==> config.mk <==
export PLATFORM = sky130hd
export DESIGN_NAME = siren_expediente_ctrl
export DESIGN_NICKNAME = d
export VERILOG_FILES = /design/src/rtl/siren_pkg.sv /design/src/rtl/siren_timer.sv /design/src/rtl/siren_expediente_ctrl.sv
export SDC_FILE = /design/constraint.sdc
export NUM_CORES = 1
export LEC_CHECK = 0
export ABC_AREA = 0
export CORE_ASPECT_RATIO = 1.25
export CORE_MARGIN = 2
export CORE_UTILIZATION = 42
export DETAILED_ROUTE_END_ITERATION = 8
export PLACE_DENSITY = 0.74
export REMOVE_ABC_BUFFERS = 1
export SLEW_MARGIN = 20
export SYNTH_ARGS = -nofsm -noshare
export SYNTH_HDL_FRONTEND = slang
export SYNTH_SLANG_ARGS = --single-unit
==> constraint.sdc <==
create_clock -name clk_2 -period 1.9 [get_ports clk_2]
set_input_delay 0.475 -clock clk_2 [delete_from_list [all_inputs] [get_ports clk_2]]
set_output_delay 0.475 -clock clk_2 [all_outputs]
set_load 0.05 [all_outputs]
==> src/rtl/siren_pkg.sv <==
// Shared state encoding and width helpers for the shift-end siren controller.
// Widths depend on the instance parameters, so the helpers are called from the top.
package siren_pkg;

    typedef enum logic [2:0] {
        S_IDLE = 3'd0,
        S_QUAL = 3'd1,
        S_ON   = 3'd2,
        S_OFF  = 3'd3,
        S_HOLD = 3'd4
    } siren_state_t;

    function automatic int max3(input int a, input int b, input int c);
        int m;
        m = (a > b) ? a : b;
        return (m > c) ? m : c;
    endfunction

    function automatic int tmr_width(input int deb, input int bon, input int boff);
        return $clog2(max3(deb, bon, boff) + 1);
    endfunction

    function automatic int blast_width(input int nblasts);
        return $clog2(nblasts + 1);
    endfunction

    localparam int DEF_DEB_CYCLES = 3;
    localparam int DEF_BLAST_ON   = 2;
    localparam int DEF_BLAST_OFF  = 1;
    localparam int DEF_NBLASTS    = 3;
    localparam int TMR_W   = tmr_width(DEF_DEB_CYCLES, DEF_BLAST_ON, DEF_BLAST_OFF);
    localparam int BLAST_W = blast_width(DEF_NBLASTS);

endpackage

==> src/rtl/siren_timer.sv <==
// Loadable down-counter; done is high while the count is zero.
// Load takes effect on the next edge and wins over decrement; no flow control.
module siren_timer #(
    parameter int W = 2
) (
    input  logic         clk,
    input  logic         rst_n,
    input  logic         load,
    input  logic [W-1:0] load_val,
    input  logic         dec,
    output logic         done
);

    logic [W-1:0] cnt_q;
    logic [W-1:0] cnt_d;

    always_comb begin
        cnt_d = cnt_q;
        if (load) begin
            cnt_d = load_val;
        end else if (dec && (cnt_q != '0)) begin
            cnt_d = cnt_q - 1'b1;
        end
    end

    always_ff @(posedge clk or negedge rst_n) begin
        if (!rst_n) begin
            cnt_q <= '0;
        end else begin
            cnt_q <= cnt_d;
        end
    end

    assign done = (cnt_q == '0);

endmodule

==> src/rtl/siren_expediente_ctrl.sv <==
// Shift-end siren: debounces the stop condition, then plays a blast pattern or a continuous tone.
// All outputs registered; siren follows the state reached at each edge, no handshake on inputs.
module siren_expediente_ctrl
    import siren_pkg::*;
#(
    parameter int NLINES     = 4,
    parameter int DEB_CYCLES = 3,
    parameter int BLAST_ON   = 2,
    parameter int BLAST_OFF  = 1,
    parameter int NBLASTS    = 3,
    parameter int CNT_W      = 8
) (
    input  logic              clk_2,
    input  logic              rst_n,
    input  logic              noite,
    input  logic              sexta,
    input  logic              producao,
    input  logic [NLINES-1:0] line_stop,
    input  logic [NLINES-1:0] line_en,
    input  logic              ack,
    input  logic              mode_cont,
    output logic              siren,
    output logic              busy,
    output logic [CNT_W-1:0]  event_cnt,
    output logic [2:0]        state_o
);

    localparam int TW = tmr_width(DEB_CYCLES, BLAST_ON, BLAST_OFF);
    localparam int BW = blast_width(NBLASTS);

    // The timer counts down to zero, so each duration loads its length minus one;
    // the debounce loads one less again because the IDLE edge already counted.
    localparam logic [TW-1:0] DEB_LOAD  = TW'((DEB_CYCLES >= 2) ? DEB_CYCLES - 2 : 0);
    localparam logic [TW-1:0] ON_LOAD   = TW'(BLAST_ON - 1);
    localparam logic [TW-1:0] OFF_LOAD  = TW'(BLAST_OFF - 1);
    localparam logic [BW-1:0] LAST_BLST = BW'(NBLASTS - 1);

    logic all_stopped;
    logic cond;

    assign all_stopped = (line_en != '0) && ((line_stop & line_en) == line_en);
    assign cond        = all_stopped && (noite || (sexta && producao));

    siren_state_t    state_q, state_d;
    logic [BW-1:0]   blast_q, blast_d;
    logic            mode_q, mode_d;
    logic [CNT_W-1:0] event_cnt_q, event_cnt_d;
    logic            siren_q, siren_d;
    logic            busy_q, busy_d;
    logic            enter_on;
    logic            tmr_load;
    logic [TW-1:0]   tmr_val;
    logic            tmr_dec;
    logic            tmr_done;

    siren_timer #(.W(TW)) u_timer (
        .clk      (clk_2),
        .rst_n    (rst_n),
        .load     (tmr_load),
        .load_val (tmr_val),
        .dec      (tmr_dec),
        .done     (tmr_done)
    );

    always_comb begin
        state_d     = state_q;
        blast_d     = blast_q;
        mode_d      = mode_q;
        event_cnt_d = event_cnt_q;
        enter_on    = 1'b0;
        tmr_load    = 1'b0;
        tmr_val     = '0;
        tmr_dec     = 1'b0;

        case (state_q)
            S_IDLE: begin
                if (cond) begin
                    if (DEB_CYCLES == 1) begin
                        enter_on = 1'b1;
                    end else begin
                        state_d  = S_QUAL;
                        tmr_load = 1'b1;
                        tmr_val  = DEB_LOAD;
                    end
                end
            end
            S_QUAL: begin
                if (!cond)         state_d  = S_IDLE;
                else if (tmr_done) enter_on = 1'b1;
                else               tmr_dec  = 1'b1;
            end
            S_ON: begin
                if (!cond) begin
                    state_d = S_IDLE;
                end else if (ack) begin
                    state_d = S_HOLD;
                end else if (!mode_q) begin
                    if (!tmr_done) begin
                        tmr_dec = 1'b1;
                    end else if (blast_q == LAST_BLST) begin
                        state_d = S_HOLD;
                    end else begin
                        state_d  = S_OFF;
                        blast_d  = blast_q + 1'b1;
                        tmr_load = 1'b1;
                        tmr_val  = OFF_LOAD;
                    end
                end
            end
            S_OFF: begin
                if (!cond) begin
                    state_d = S_IDLE;
                end else if (ack) begin
                    state_d = S_HOLD;
                end else if (tmr_done) begin
                    state_d  = S_ON;
                    tmr_load = 1'b1;
                    tmr_val  = ON_LOAD;
                end else begin
                    tmr_dec = 1'b1;
                end
            end
            S_HOLD: begin
                if (!cond) state_d = S_IDLE;
            end
            default: state_d = S_IDLE;
        endcase

        // Mode is captured once per event so a mid-tone toggle cannot change the pattern.
        if (enter_on) begin
            state_d  = S_ON;
            mode_d   = mode_cont;
            blast_d  = '0;
            tmr_load = 1'b1;
            tmr_val  = ON_LOAD;
            if (event_cnt_q != '1) event_cnt_d = event_cnt_q + 1'b1;
        end

        siren_d = (state_d == S_ON);
        busy_d  = (state_d == S_QUAL) || (state_d == S_ON) || (state_d == S_OFF);
    end

    always_ff @(posedge clk_2 or negedge rst_n) begin
        if (!rst_n) begin
            state_q     <= S_IDLE;
            blast_q     <= '0;
            mode_q      <= 1'b0;
            event_cnt_q <= '0;
            siren_q     <= 1'b0;
            busy_q      <= 1'b0;
        end else begin
            state_q     <= state_d;
            blast_q     <= blast_d;
            mode_q      <= mode_d;
            event_cnt_q <= event_cnt_d;
            siren_q     <= siren_d;
            busy_q      <= busy_d;
        end
    end

    assign siren     = siren_q;
    assign busy      = busy_q;
    assign event_cnt = event_cnt_q;
    assign state_o   = state_q;

endmodule

# Word-level counts from Yosys, hierarchy flattened
# Cells that the tools add are included.
totals:
  word_cells: 90
  ff_bits: 18
  in_bits: 15
  output_inout_bits: 13
classes:
  n_reduce_logical: 18
  n_addsub: 3
  eq_ne: 13
  bitwise: 1
  mux: 48
ops:
  columns: ["cell", "n"]
  rows:
  - ["$mux 3", 11]
  - ["$mux 1", 23]
  - ["$mux 2", 10]
  - ["$eq 3x2->1 const B", 4]
  - ["$pmux 3 s4", 1]
  - ["$reduce_bool 2->1", 5]
  - ["$add 8x1->8 const B", 1]
  - ["$ne 8x8->1 const B", 1]
  - ["$eq 3x1->1 const B", 2]
  - ["$pmux 1 s3", 2]
  - ["$reduce_and 6->1", 1]
  - ["$and 4x4->4", 1]
  - ["$eq 4x4->1", 1]
  - ["$logic_and 1x1->1", 4]
  - ["$ne 2x1->1 const B", 2]
  - ["$reduce_bool 4->1", 1]
  - ["$eq 3x3->1 const B", 1]
  - ["$logic_not 3->1", 1]
  - ["$logic_or 1x1->1", 3]
  - ["$add 2x1->2 const B", 1]
  - ["$eq 2x2->1 const B", 1]
  - ["$logic_not 2->1", 1]
  - ["$ne 2x2->1 const B", 1]
  - ["$pmux 1 s2", 1]
  - ["3 further kinds", 3]

# Logic depth before layout (Yosys ltp)
depth:
  depth_word: 11
  depth_mapped: 7
  mapped_depth_nobuf: 7

# Cells and area by module
# A second synthesis with hierarchy kept.
unflattened:
  hier_cells: 109
  hier_area_um2: 1087.3
modules_own_cells:
  columns: ["mod", "instances", "seq_area_each_um2", "cells_each", "area_each_um2"]
  rows:
  - ["siren_expediente_ctrl", 1, 400.4, 96, 954.7]
  - ["siren_timer", 1, 50.0, 13, 132.6]

# Worst setup path before layout
# Ideal clock, no wire load.
synth_path:
  path_type: "flip-flop to flip-flop"
  start: "register state_q[0] (netlist: state_o[0])"
  end: "register event_cnt_q[7] (netlist: event_cnt[7])"
  required_ns: 1.775
  setup_ns: 0.125
  synth_period_minus_slack_ns: 2.101
  setup_slack_ns: -0.201
  n_path_buf: 0
  arrival_ns: 1.976
  stages_incl_launch_ff: 6
  cell_sequence: "dfrtp_1 nand2_2 or3_4 nor3_4 nand4_2 mux2_4"
synth_via:
  elab_chain_cells: 3
synth_rtl:
  columns: ["element", "line_no", "text"]
  rows:
  - ["from (decl)", "siren_expediente_ctrl.sv:44", "siren_state_t state_q, state_d;"]
  - ["from (signal assigned)", "siren_expediente_ctrl.sv:152", "state_q <= state_d;"]
  - ["$eq 3x1->1", "siren_expediente_ctrl.sv:75", "case (state_q)"]
  - ["$mux 1", "siren_expediente_ctrl.sv:75", null]
  - ["$reduce_and 2->1 (no source line)", null, null]
  - ["to (signal assigned)", "siren_expediente_ctrl.sv:155", "event_cnt_q <= event_cnt_d;"]
  - ["to (decl)", "siren_expediente_ctrl.sv:47", "logic [CNT_W-1:0] event_cnt_q, event_cnt_d;"]
# Every way passes these cells.
# A chain may end at the register's enable or synchronous reset.

# Worst setup path after layout
layout_path:
  start: "register u_timer.cnt_q[0]"
  end: "register event_cnt_q[7] (netlist: event_cnt[7])"
layout_via:
  elab_chain_cells: 5
layout_rtl:
  columns: ["element", "line_no", "text"]
  rows:
  - ["from (decl)", "siren_timer.sv:14", "logic [W-1:0] cnt_q;"]
  - ["from (signal assigned)", "siren_timer.sv:30", "cnt_q <= cnt_d;"]
  - ["$logic_not 2->1", "siren_timer.sv:34", "assign done = (cnt_q == '0);"]
  - ["$mux 1", "siren_expediente_ctrl.sv:89", "else if (tmr_done) enter_on = 1'b1;"]
  - ["$mux 1", "siren_expediente_ctrl.sv:88", "if (!cond) state_d = S_IDLE;"]
  - ["$mux 1", "siren_expediente_ctrl.sv:75", null]
  - ["$reduce_and 2->1 (no source line)", null, null]
# Every way passes these cells.

==> flow_metrics.py <==
metrics = {
    "final_layout": {
        "num_antenna_cells": 0,
        "syn_to_final_growth_pct": 50.31,
        "drive_gt1_share_pct": 34.44,
        "finalNetCount": 170,
    },
    "yosys": {
        "ys_ff_latch": 18,
        "netlist.area_leader.share_pct": 44.50,
        "synth.avg_cell_area_um2": 10.02,
        "synthArstFlopShare_pct": 100.0,
        "synth_cell_type_count": 38,
        "synthCells": 101,
        "synth_enable_flop_cells": 0,
        "yosys_most_used_dff": "dfrtp_1",
        "yosys_warnings": 0,
        "ys_top_cells_by_area": "dfrtp_1, nand2_1, ha_1, nand2b_1, xnor2_1",
        "ys_seq_area_share_pct": 44.50,
        "synthesis.area_mm2": 0.001012,
        "yosys.area.top_type": "dfrtp_1",
    },
    "sta": {
        "max_freq_ghz": 0.5277,
        "period_minus_slack_ns": 1.895,
        "setup_violations": 0,
        "slew_viol_final": 0,
        "setup_ws_ns": 0.004972,
        "whs_ns": 0.5012,
        "worstMarginPinSlew_ns": 0.4727,
        "rsz0062_at_grt": "true",
        "finalCritPeriodShare_pct": 99.74,
        "fin_worst_skew_ns": 0.001890,
        "hold_viol": 0,
        "setup_tns_ns": 0,
        "relSlewSlack_pct": 68.16,
    },
    "placement": {
        "hpwl_mm": 1.855,
        "portBuffers": 27,
        "dp_slack_ns": -0.3642,
        "gp_congestion": 0.7824,
    },
    "global_routing": {
        "grt_pass1_wl_mm": 3.960,
        "grt_max_degree": 19,
        "grt.total_usage_pct": 19.24,
        "grt_pass1_vias": 961,
        "antenna_found_initial": 0,
        "overflow": 0,
    },
    "clock_tree": {
        "cts_max_level": 1,
        "postCtsHoldBufs": 0,
        "path_clk_slew_ns": 0.11,
        "cts_buffers": 3,
        "cts_tree": "yes",
        "clk_path_buf_depth": 2,
        "cts_sinks": 18,
        "clock_latency_ns": 0.29,
        "cts_root_buf": "clkbuf_4",
    },
    "power": {
        "finalPower_w": 0.001191,
        "switching_share_pct": 34.82,
        "comb_power_share_pct": 39.4,
        "seqPwrFrac_pct": 40.8,
        "p_clk_share_pct": 19.7,
        "power_density_mw_per_mm2": 782.6,
        "peakVddDrop_uv": 720.3,
        "power.internal_w": 0.0007762,
        "p_switching_w": 0.0004146,
        "leakage_nw": 0.7386,
    },
    "setup_path": {
        "worstSetupPathType": "reg2reg",
        "worst_setup_path_end_kind": "flop",
        "r2r_cells": 7,
        "required_ns": 2.08,
        "critPathLaunchType": "flop",
        "crit_arrival_ns": 2.08,
        "crit_path_max_fanout": 5,
    },
    "route": {
        "finalWirelength_mm": 2.341,
        "ant_nets": 0,
        "route.detailed.drc": 0,
        "first_pass_iters": 4,
        "routed_via_density": 5.143,
        "vias": 936,
        "wl_per_cell_um": 12.86,
        "drtIter0Drc": 7,
    },
    "floorplan": {
        "start_util_pct": 45.30,
        "die_x_um": 47.91,
        "rows": 19,
        "die_y_um": 58.89,
        "io_pins": 28,
        "die-area_mm2": 0.002821,
        "core_area_mm2": 0.002235,
    },
    "run_status": {
        "outcome": "completed",
    },
    "run": {
        "cap_violations": 0,
    },
    "min_path": {
        "hold_class": "in2async",
    },
}
[path summary, 6_finish.rpt]
kind,from,slack (ns),end
setup / recovery,u_timer.cnt_q[0],0.005,event_cnt[7]
hold / removal,rst_n,0.50,event_cnt[3]
setup reg to reg,u_timer.cnt_q[0],0.005,event_cnt[7]
hold reg to reg,event_cnt[5],0.51,event_cnt[5]
max in group asynchronous,rst_n,1.20,event_cnt[0]
min in group clk_2,event_cnt[5],0.51,event_cnt[5]
[area by class of cell]
type / instances / area (µm²)
fill: 213 / 713.2
multi-input combinational: 77 / 576.8
sequential: 18 / 450.4
timing repair buffer: 47 / 400.4
tap: 31 / 38.79
clock buffer: 4 / 36.28
inverter: 5 / 18.77
[registers in the layout, indices dropped and copies added (netlist names)]
signal,cells
u_timer.cnt_q,2
busy,1
siren,1
blast_q,2
mode_q,1
event_cnt,8
state_o,3
[layout by cell type (no fill, tap or decap), types with 2 or more instances in the layout]
| cell | instances |
|---|---|
| xnor2_1 | 4 |
| nand2b_1 | 6 |
| ha_1 | 2 |
| nand2_1 | 13 |
| a31oi_1 | 2 |
| nor3_4 | 2 |
| inv_2 | 2 |
| nor3_1 | 2 |
| dfrtp_1 | 18 |
| inv_1 | 3 |
| clkbuf_4 | 3 |
| xor2_1 | 2 |
| clkdlybuf4s50_1 | 14 |
| a21oi_1 | 5 |
| or3_4 | 2 |
| buf_4 | 32 |
| mux2_4 | 3 |
| and3_1 | 2 |
| nor2_1 | 6 |
| nand3_1 | 3 |
| o21ai_0 | 3 |
[stage by stage]
step | instances | cell area [µm²] | util, %
after global placement | 176 | 1433 | 64.11
final | 182 | 1521 | 68.09
after CTS | 181 | 1485 | 66.46
after floorplan | 100 | 1008 | -
after global routing | 182 | 1521 | 68.09
after detailed placement | 176 | 1433 | 64.11
[logic make-up after synthesis]
kind of cell / Yosys count / synth area share [%]
compound gates: 20 / 14.22
simple gates: 45 / 26.08
buf+inv: 6 / 2.225
xor+xnor: 6 / 5.192
fa+ha+maj: 3 / 3.709
flops: 18 / 44.50
mux: 3 / 4.079
[worst max-delay path, stage by stage (launching register included)]
cell and delay (ns):
dfrtp_1 0.41, inv_2 0.08, ha_4 0.14, nand2_2 0.06, or3_4 0.37, nor3_4 0.29, nand4_2 0.14, mux2_4 0.31
[repair_timing]
action,CTS,global route
setup endpoints to repair,12,12
hold endpoints to repair,0,0
buffers inserted,1,1
cloned,0,0
gates resized for setup,2,6
pin swaps,5,4
[cells in the mapped netlist, drive strengths merged (4+ instances only)]
cell     n
nand2b   6
inv      5
a21oi    5
nand2   14
xnor2    4
nor3     4
dfrtp   18
nor2     6
o21ai    4
[routing by layer]
metal,routed length (µm),GRT usage [%],share of wire [%]
met2,1216,35.24,52
met1,961,22.07,41
met4,13,5.792,0.56
met5,0,0,0
met3,149,2.454,6.4
[power by group through the flow]
stage               Combinational (W)  Sequential, W  Clock [W]
detailed placement           0.000421       0.000485          0
floorplan                    0.000151       0.000573          0
global placement             0.000407       0.000483          0
finish                       0.000469       0.000486   0.000235
global route                 0.000516       0.000494   0.000255
CTS                          0.000432       0.000480   0.000241
Power figures use the tool's default switching activity.
